===== src/rtl/pipe_ctrl_if.sv =====
// Handshake bundle between the ID/EX/MEM datapath and the pipeline hazard controller.
// The datapath side (master) raises requests; the controller side (slave) returns holds and flushes.
interface pipe_ctrl_if #(
  parameter int CNT_W = 32
);
  logic             id_reg1_read;
  logic [4:0]       id_reg1_addr;
  logic             id_reg2_read;
  logic [4:0]       id_reg2_addr;
  logic             ex_is_load;
  logic             ex_wreg;
  logic [4:0]       ex_wd;
  logic             ex_mc_req;
  logic             mem_stall_req;
  logic             flush_req;
  logic [31:0]      flush_pc;
  logic [5:0]       stall;
  logic             flush;
  logic [31:0]      new_pc;
  logic             ex_mc_done;
  logic             ex_mc_cancel;
  logic [CNT_W-1:0] stall_cycles;

  modport master (
    output id_reg1_read, id_reg1_addr, id_reg2_read, id_reg2_addr,
    output ex_is_load, ex_wreg, ex_wd, ex_mc_req,
    output mem_stall_req, flush_req, flush_pc,
    input  stall, flush, new_pc, ex_mc_done, ex_mc_cancel, stall_cycles
  );

  modport slave (
    input  id_reg1_read, id_reg1_addr, id_reg2_read, id_reg2_addr,
    input  ex_is_load, ex_wreg, ex_wd, ex_mc_req,
    input  mem_stall_req, flush_req, flush_pc,
    output stall, flush, new_pc, ex_mc_done, ex_mc_cancel, stall_cycles
  );
endinterface


===== src/rtl/pipe_ctrl.sv =====
// Pipeline hazard/stall/flush controller for the 5-stage core: load-use bubbles,
// multi-cycle EX ops, memory wait, redirect flushes and a saturating stall counter.
module pipe_ctrl #(
  parameter int MC_LATENCY = 4,
  parameter int CNT_W      = 32
) (
  input logic        clk,
  input logic        rst,
  pipe_ctrl_if.slave bus
);

  localparam int MC_W = (MC_LATENCY > 1) ? $clog2(MC_LATENCY) : 1;

  localparam logic [5:0] STALL_ALL  = 6'b111111;
  localparam logic [5:0] STALL_MEM  = 6'b011111;
  localparam logic [5:0] STALL_MC   = 6'b001111;
  localparam logic [5:0] STALL_LU   = 6'b000111;

  typedef enum logic [1:0] {
    IDLE    = 2'd0,
    MC_BUSY = 2'd1,
    FLUSH   = 2'd2
  } state_t;

  state_t           state_reg;
  logic [MC_W-1:0]  mc_cnt_reg;
  logic             flush_reg;
  logic [31:0]      new_pc_reg;
  logic             cancel_reg;
  logic [CNT_W-1:0] stall_cycles_reg;

  logic [5:0]       stall_next;
  logic             done_next;
  logic             mc_zero;
  logic             load_use;

  logic [1:0]       src_read;
  logic [4:0]       src_addr [2];
  logic [1:0]       src_hit;

  assign src_read    = {bus.id_reg2_read, bus.id_reg1_read};
  assign src_addr[0] = bus.id_reg1_addr;
  assign src_addr[1] = bus.id_reg2_addr;

  generate
    for (genvar gi = 0; gi < 2; gi++) begin : g_src
      assign src_hit[gi] = src_read[gi] && (src_addr[gi] == bus.ex_wd);
    end
  endgenerate

  // r0 is hardwired to zero, so a load targeting it can never feed a stale value.
  assign load_use = bus.ex_is_load && bus.ex_wreg && (bus.ex_wd != 5'd0) && (|src_hit);
  assign mc_zero  = (mc_cnt_reg == '0);

  always_comb begin
    stall_next = 6'b000000;
    done_next  = 1'b0;
    if (rst) begin
      stall_next = 6'b000000;
    end else if (bus.flush_req) begin
      stall_next = STALL_ALL;
    end else if (state_reg == FLUSH) begin
      stall_next = 6'b000000;
    end else if (bus.mem_stall_req) begin
      stall_next = STALL_MEM;
    end else if (state_reg == MC_BUSY && !mc_zero) begin
      stall_next = STALL_MC;
    end else if (state_reg == IDLE && bus.ex_mc_req) begin
      stall_next = STALL_MC;
    end else begin
      // Either plain IDLE or the MC done cycle: only a load-use bubble can hold.
      done_next  = (state_reg == MC_BUSY);
      stall_next = load_use ? STALL_LU : 6'b000000;
    end
  end

  always_ff @(posedge clk) begin
    if (rst) begin
      state_reg        <= IDLE;
      mc_cnt_reg       <= '0;
      flush_reg        <= 1'b0;
      new_pc_reg       <= 32'd0;
      cancel_reg       <= 1'b0;
      stall_cycles_reg <= '0;
    end else begin
      flush_reg  <= bus.flush_req;
      cancel_reg <= bus.flush_req && (state_reg == MC_BUSY);
      if (bus.flush_req)
        new_pc_reg <= bus.flush_pc;
      if (stall_next[0] && (stall_cycles_reg != {CNT_W{1'b1}}))
        stall_cycles_reg <= stall_cycles_reg + 1'b1;

      if (bus.flush_req) begin
        state_reg <= FLUSH;
      end else begin
        case (state_reg)
          IDLE: begin
            if (!bus.mem_stall_req && bus.ex_mc_req) begin
              state_reg  <= MC_BUSY;
              mc_cnt_reg <= MC_W'(MC_LATENCY - 1);
            end
          end
          MC_BUSY: begin
            // Memory wait freezes the countdown so the result lines up with MEM.
            if (!bus.mem_stall_req) begin
              if (mc_zero)
                state_reg <= IDLE;
              else
                mc_cnt_reg <= mc_cnt_reg - 1'b1;
            end
          end
          FLUSH: begin
            state_reg <= IDLE;
          end
          default: begin
            state_reg <= IDLE;
          end
        endcase
      end
    end
  end

  assign bus.stall        = stall_next;
  assign bus.ex_mc_done   = done_next;
  assign bus.flush        = flush_reg;
  assign bus.new_pc       = new_pc_reg;
  assign bus.ex_mc_cancel = cancel_reg;
  assign bus.stall_cycles = stall_cycles_reg;

endmodule


===== src/flat_wrapper.sv =====
// flat-port wrapper written by rule: the top's interface ports become plain ports
module pipe_ctrl_flat 
#(
  parameter int MC_LATENCY = 4,
  parameter int CNT_W      = 32
)
  (clk, rst, bus_id_reg1_read, bus_id_reg1_addr, bus_id_reg2_read, bus_id_reg2_addr, bus_ex_is_load, bus_ex_wreg, bus_ex_wd, bus_ex_mc_req, bus_mem_stall_req, bus_flush_req, bus_flush_pc, bus_stall, bus_flush, bus_new_pc, bus_ex_mc_done, bus_ex_mc_cancel, bus_stall_cycles);
  pipe_ctrl_if #(.CNT_W(CNT_W)) bus_i ();
  input logic clk;
  input logic rst;
  input wire logic [$bits(bus_i.id_reg1_read)-1:0] bus_id_reg1_read;
  input wire logic [$bits(bus_i.id_reg1_addr)-1:0] bus_id_reg1_addr;
  input wire logic [$bits(bus_i.id_reg2_read)-1:0] bus_id_reg2_read;
  input wire logic [$bits(bus_i.id_reg2_addr)-1:0] bus_id_reg2_addr;
  input wire logic [$bits(bus_i.ex_is_load)-1:0] bus_ex_is_load;
  input wire logic [$bits(bus_i.ex_wreg)-1:0] bus_ex_wreg;
  input wire logic [$bits(bus_i.ex_wd)-1:0] bus_ex_wd;
  input wire logic [$bits(bus_i.ex_mc_req)-1:0] bus_ex_mc_req;
  input wire logic [$bits(bus_i.mem_stall_req)-1:0] bus_mem_stall_req;
  input wire logic [$bits(bus_i.flush_req)-1:0] bus_flush_req;
  input wire logic [$bits(bus_i.flush_pc)-1:0] bus_flush_pc;
  output wire logic [$bits(bus_i.stall)-1:0] bus_stall;
  output wire logic [$bits(bus_i.flush)-1:0] bus_flush;
  output wire logic [$bits(bus_i.new_pc)-1:0] bus_new_pc;
  output wire logic [$bits(bus_i.ex_mc_done)-1:0] bus_ex_mc_done;
  output wire logic [$bits(bus_i.ex_mc_cancel)-1:0] bus_ex_mc_cancel;
  output wire logic [$bits(bus_i.stall_cycles)-1:0] bus_stall_cycles;
  assign bus_i.id_reg1_read = bus_id_reg1_read;
  assign bus_i.id_reg1_addr = bus_id_reg1_addr;
  assign bus_i.id_reg2_read = bus_id_reg2_read;
  assign bus_i.id_reg2_addr = bus_id_reg2_addr;
  assign bus_i.ex_is_load = bus_ex_is_load;
  assign bus_i.ex_wreg = bus_ex_wreg;
  assign bus_i.ex_wd = bus_ex_wd;
  assign bus_i.ex_mc_req = bus_ex_mc_req;
  assign bus_i.mem_stall_req = bus_mem_stall_req;
  assign bus_i.flush_req = bus_flush_req;
  assign bus_i.flush_pc = bus_flush_pc;
  assign bus_stall = bus_i.stall;
  assign bus_flush = bus_i.flush;
  assign bus_new_pc = bus_i.new_pc;
  assign bus_ex_mc_done = bus_i.ex_mc_done;
  assign bus_ex_mc_cancel = bus_i.ex_mc_cancel;
  assign bus_stall_cycles = bus_i.stall_cycles;
  pipe_ctrl #(.MC_LATENCY(MC_LATENCY), .CNT_W(CNT_W)) u_core (.clk(clk), .rst(rst), .bus(bus_i));
endmodule

===== config.mk =====
export PLATFORM = sky130hd
export DESIGN_NAME = pipe_ctrl_flat
export DESIGN_NICKNAME = d
export VERILOG_FILES = /design/src/rtl/pipe_ctrl_if.sv /design/src/rtl/pipe_ctrl.sv /design/src/flat_wrapper.sv
export SDC_FILE = /design/constraint.sdc
export NUM_CORES = 1
export LEC_CHECK = 0
export CAP_MARGIN = 10
export CORE_UTILIZATION = 43
export DETAILED_ROUTE_END_ITERATION = 10
export HOLD_SLACK_MARGIN = 0.03
export MAX_ROUTING_LAYER = met4
export PLACE_DENSITY = 0.86
export SYNTH_ARGS = -nofsm -noshare
export SYNTH_HDL_FRONTEND = slang
export SYNTH_SLANG_ARGS = --single-unit

===== constraint.sdc =====
create_clock -name clk -period 2.8 [get_ports clk]
set_input_delay 0.28 -clock clk [delete_from_list [all_inputs] [get_ports clk]]
set_output_delay 0.28 -clock clk [all_outputs]
set_load 0.02 [all_outputs]

After elaboration in Yosys (flattened, before gate mapping)
Index checks and enable logic that the tools add are counted.
- eq/ne operators: 12
- bitwise operators: 1
- reduce and logical (&&, ||, !) cells: 21
- add/subtract/negate cells: 2
- mux-type cells: 22
- operators by type and width (kind ; count):
    6-bit two-way mux ; 6
    32-bit by 1-bit adder with 32-bit output (second input constant) ; 1
    32-bit inequality test (second input constant) ; 1
    2-bit two-way mux ; 7
    5-bit equality test ; 2
    1-bit logical AND ; 10
    2-bit one-hot mux with 2 select lines ; 2
    1-bit two-way mux ; 6
    2-bit inequality test (second input constant) ; 3
    3-bit inequality test (second input constant) ; 2
    3-bit AND reduction ; 2
    5-bit AND reduction ; 1
    5-bit nonzero test ; 1
    2-bit zero test ; 2
    2-bit OR reduction ; 2
    3-bit two-way mux ; 1
    3-bit by 2-bit inequality test with 1-bit output (second input constant) ; 1
    2-bit by 1-bit equality test with 1-bit output (second input constant) ; 1
    2-bit equality test (second input constant) ; 1
    1-bit zero test ; 2
    2-bit by 1-bit inequality test with 1-bit output (second input constant) ; 1
    2-bit nonzero test ; 1
    2-bit by 1-bit subtractor with 2-bit output (second input constant) ; 1
    1-bit inverter ; 1
- register bits after elaboration: 70
- logic and storage cells: 65
- input port bits: 56

Longest topological paths before layout
- depth after elaboration: 12
- gate-level depth with buffers: 11
- gate-level depth less buffers: 9

Worst setup path before layout
Ideal clock, no wire load.
- kind: register to register
- start point: reg u_core.stall_cycles_reg[0], in the netlist u_core.bus.stall_cycles[0]
- end point: reg u_core.stall_cycles_reg[27], in the netlist u_core.bus.stall_cycles[27]
- setup slack: 0.139 ns
- period minus slack after synthesis: 2.661 ns
- cell stages (with the launch flop): 11
- arrival time: 2.540 ns
- buffers on the path: 2
- cells stage by stage: dfxtp_1 ha_1 nand3_1 nor3_1 and3b_1 buf_6 or3b_1 buf_2 or4_4 nor2_1 mux2_2
- longest elaborated chain between the ends: 2
- elaborated cells on any way between the ends: 3
- ends and longest elaborated chain (item ; RTL line ; source):
    from (decl) ; pipe_ctrl.sv:30 ; logic [CNT_W-1:0] stall_cycles_reg;
    from (signal assigned) ; pipe_ctrl.sv:91 ; stall_cycles_reg <= stall_cycles_reg + 1'b1;
    branches (longest 2 deep; another with 32-bit by 1-bit adder with 32-bit output) ; n/a ;
Several ways; the timed one is not identified.
A chain may end at the register's enable or synchronous reset.

Worst setup path after layout
- start point: in bus_ex_wd[1]
- end point: out bus_stall[2]
- longest elaborated chain between the ends: 11
- elaborated cells on any way between the ends: 15
- ends and longest elaborated chain (item ; RTL line ; source):
    from (decl) ; flat_wrapper.sv:17 ; input wire logic [$bits(bus_i.ex_wd)-1:0] bus_ex_wd;
    5-bit equality test ; pipe_ctrl.sv:47 ; assign src_hit[gi] = src_read[gi] && (src_addr[gi] == bus.ex_wd);
    1-bit logical AND ; pipe_ctrl.sv:47 ;
    2-bit OR reduction ; pipe_ctrl.sv:52 ; assign load_use = bus.ex_is_load && bus.ex_wreg && (bus.ex_wd != 5'd0) && (|src_hit);
    1-bit logical AND * ; pipe_ctrl.sv:52 ;
    3-bit two-way mux * ; pipe_ctrl.sv:73 ; stall_next = load_use ? STALL_LU : 6'b000000;
    6-bit two-way mux * ; pipe_ctrl.sv:68 ; end else if (state_reg == IDLE && bus.ex_mc_req) begin
    6-bit two-way mux * ; pipe_ctrl.sv:66 ; end else if (state_reg == MC_BUSY && !mc_zero) begin
    6-bit two-way mux * ; pipe_ctrl.sv:64 ; end else if (bus.mem_stall_req) begin
    6-bit two-way mux * ; pipe_ctrl.sv:62 ; end else if (state_reg == FLUSH) begin
    6-bit two-way mux * ; pipe_ctrl.sv:60 ; end else if (bus.flush_req) begin
    6-bit two-way mux * ; pipe_ctrl.sv:58 ; if (rst) begin
    to (decl) ; flat_wrapper.sv:22 ; output wire logic [$bits(bus_i.stall)-1:0] bus_stall;
Mark *: on every way between the ends. The rest lies on a longest branch, timed or not.

==> impl_metrics.tcl <==
set metrics [dict create \
    root_buffer "clkbuf_8" \
    via_per_inst 5.11 \
    clock_skew_ps 9.31 \
    syn_inst 351 \
    die_w_um 87.4 \
    placedCellCount 563 \
    synth_seq_cells 70 \
    min_from "bus_flush_req" \
    synth_top_area_share_pct 44.7 \
    leakagePower_nw 1.76 \
    yosys_warnings 0 \
    period_share_pct 96.7 \
    combPwrFrac_pct 15.2 \
    crit_family "buffers and inverters" \
    period_minus_slack_ps 2710 \
    fp-row-count 30 \
    critical_path.most_common_cell "clkdlybuf4s50_1" \
    fin_util_pct 68.3 \
    cts_sinks 70 \
    cts_max_path_buffers 2 \
    drtIter0Drc 134 \
    core_area_um2 6910 \
    yosys.area.top_type "dfxtp_1" \
    p_int_w 0.00167 \
    stdcell_count 579 \
    critical_path_class "input pin to output pin" \
    routed_wl_um 7920 \
    die_area_um2 7630 \
    overflow 0 \
    ir_drop_mv 0.272 \
    nNetsFinal 536 \
    nFillCells 554 \
    critPathSlowestCell "clkdlybuf4s50_1" \
    grt_start_max_net_pins 45 \
    switching_share_pct 24.9 \
    diodes 0 \
    hold_violations 0 \
    cp.required_ps 2520 \
    r2r-start "u_core.bus.stall_cycles[0]" \
    worstSetupStartpointType "input pin" \
    slew_headroom_pct 62.4 \
    worstSetupEndpointType "output pin" \
    p_clk_share_pct 37.6 \
    ios 129 \
    fmaxAchievable_mhz 370 \
    hold_buffers 0 \
    path_cells "clkdlybuf4s50_1 -> or4_1 -> nor2_1 -> nor3_1 -> a21oi_2 -> inv_1 -> clkdlybuf4s50_1" \
    drcViolationCount 0 \
    status "finished clean" \
    cp_num_buf_inv 3 \
    tns_ps 0 \
    synth.avg_cell_area_um2 8.93 \
    yosysUniqueCellTypes 38 \
    place_congestion 0.796 \
    synth.net_count 409 \
    startpoint "bus_ex_wd[1]" \
    grt_pass1_vias 2883 \
    synthTopCellsByArea "dfxtp_1 (45%), mux2i_1 (12%), xnor2_1 (8.9%)" \
    clk_latency_ps 340 \
    power.switching_w 0.000554 \
    tightest_slew_ps 564 \
    numCtsBuffers 9 \
    cts_max_level 3 \
    setup_ws_ps 93.7 \
    firstDrtPassIters 4 \
    setup_viol 0 \
    grt_antenna_before_repair 0 \
    syn_to_final_growth_pct 50.5 \
    final_antenna_net_count 0 \
    final_common_cell "clkdlybuf4s50_1" \
    grt_pass1_wl_um 12800 \
    maxCapViolCount 0 \
    clk_pin_slew_ps 70 \
    cp_slowest_stage_delay_ps 560 \
    crit_path_max_fanout 4 \
    routedWlPerCell_um 13.7 \
    vias 2957 \
    worstPathArrival_ps 2430 \
    ys_seq_area_share_pct 44.7 \
    power_density_nw_per_um2 472 \
    layout_common_cells "clkdlybuf4s50_1 (126), nor2_1 (72), dfxtp_1 (70)" \
    dieHeight_um 87.4 \
    grt_use_total_pct 22.1 \
    hpwl_um 5650 \
    power_w 0.00223 \
    drv_slew 0 \
    drive_gt1_share_pct 7.45 \
    preCtsSetupSlack_ps 98.1 \
    seqPwrFrac_pct 47.1 \
    syn_area_um2 3130 \
    portBuffers 128 \
    cts_tree "yes" \
    hold_path.class "input pin to flop" \
    initial_core_util_pct 45.4 \
]
worst min-delay path: cells and delay by family:
kind | cells | cell delay (ps)
buffers and inverters | 1 | 130
AND/OR/NAND/NOR | 2 | 310
path summary, 6_finish.rpt:
kind                            endpoint  slack, ps  depth (start not counted)
min reg2reg         u_core.mc_cnt_reg[1]        460                          2
max reg2reg  u_core.bus.stall_cycles[27]        330                          8
max                         bus_stall[2]         90                          7
min              u_core.bus.ex_mc_cancel        440                          3
what timing repair did:
action | in CTS | in global routing
buffers inserted | 0 | 0
setup endpoints to repair | 0 | 3
gates resized for setup | 0 | 1
cell usage after synthesis:
cell type	number
nor2_1	72
dfxtp_1	70
mux2i_1	36
xnor2_1	32
nand2_1	19
clkbuf_1	13
nand3_1	13
nor3_1	10
nor4_1	9
nand4_1	8
nor2b_1	8
inv_1	7
a21oi_1	6
mux2_2	4
nand2b_1	4
nor4b_1	4
o21ai_0	4
and3_1	3
buf_1	3
and3b_1	2
buf_2	2
buf_4	2
ha_1	2
nor3b_1	2
or3_1	2
or4_1	2
a2111oi_0	1
a211oi_1	1
a21o_1	1
a221oi_1	1
and4_1	1
and4_4	1
buf_6	1
nand3_2	1
nand3b_1	1
o22ai_1	1
or3b_1	1
or4_4	1
metal layers:
metal | track usage (%) | wire (µm) | part of all wire [%]
met1 | 24.7 | 3250 | 41
met2 | 36.6 | 3850 | 49
met3 | 7.11 | 643 | 8.1
met4 | 8.35 | 169 | 2.1
met5 | - | 0 | 0
stage by stage:
step / hold slack [ps] / cell area (µm²)
2_1_floorplan: 427 / 3130
3_3_place_gp: 440 / 4500
3_5_place_dp: 448 / 4500
4_1_cts: 423 / 4710
5_1_grt: 444 / 4710
6_report: 437 / 4710
cells by family (layout without fill, tap and decap cells):
family	count (synthesis)	in the layout	synth area share, %
simple gates	164	164	25.8
flops	70	70	44.7
mux	40	40	12.9
xor+xnor	32	32	8.95
buf+inv	28	160	3.91
compound gates	15	15	2.84
fa+ha+maj	2	2	0.799
power groups by stage:
stage | Combinational, W | Sequential, W | Clock [W]
5_1_grt | 0.000363 | 0.00105 | 0.000905
4_1_cts | 0.000339 | 0.00105 | 0.000856
2_1_floorplan | 0.000121 | 0.00111 | 0
3_3_place_gp | 0.000328 | 0.00107 | 0
6_report | 0.000339 | 0.00105 | 0.000838
3_5_place_dp | 0.000336 | 0.00107 | 0
final cells by class:
type | instances | area [µm²] | share of cell area, %
Clock buffer | 11 | 151 | 3.21
Clock inverter | 5 | 57.6 | 1.22
Inverter | 7 | 26.3 | 0.557
Multi-Input combinational cell | 253 | 1620 | 34.3
Sequential cell | 70 | 1400 | 29.7
Tap cell | 96 | 120 | 2.55
Timing Repair Buffer | 137 | 1340 | 28.4
(Power assumes the default switching activity.)
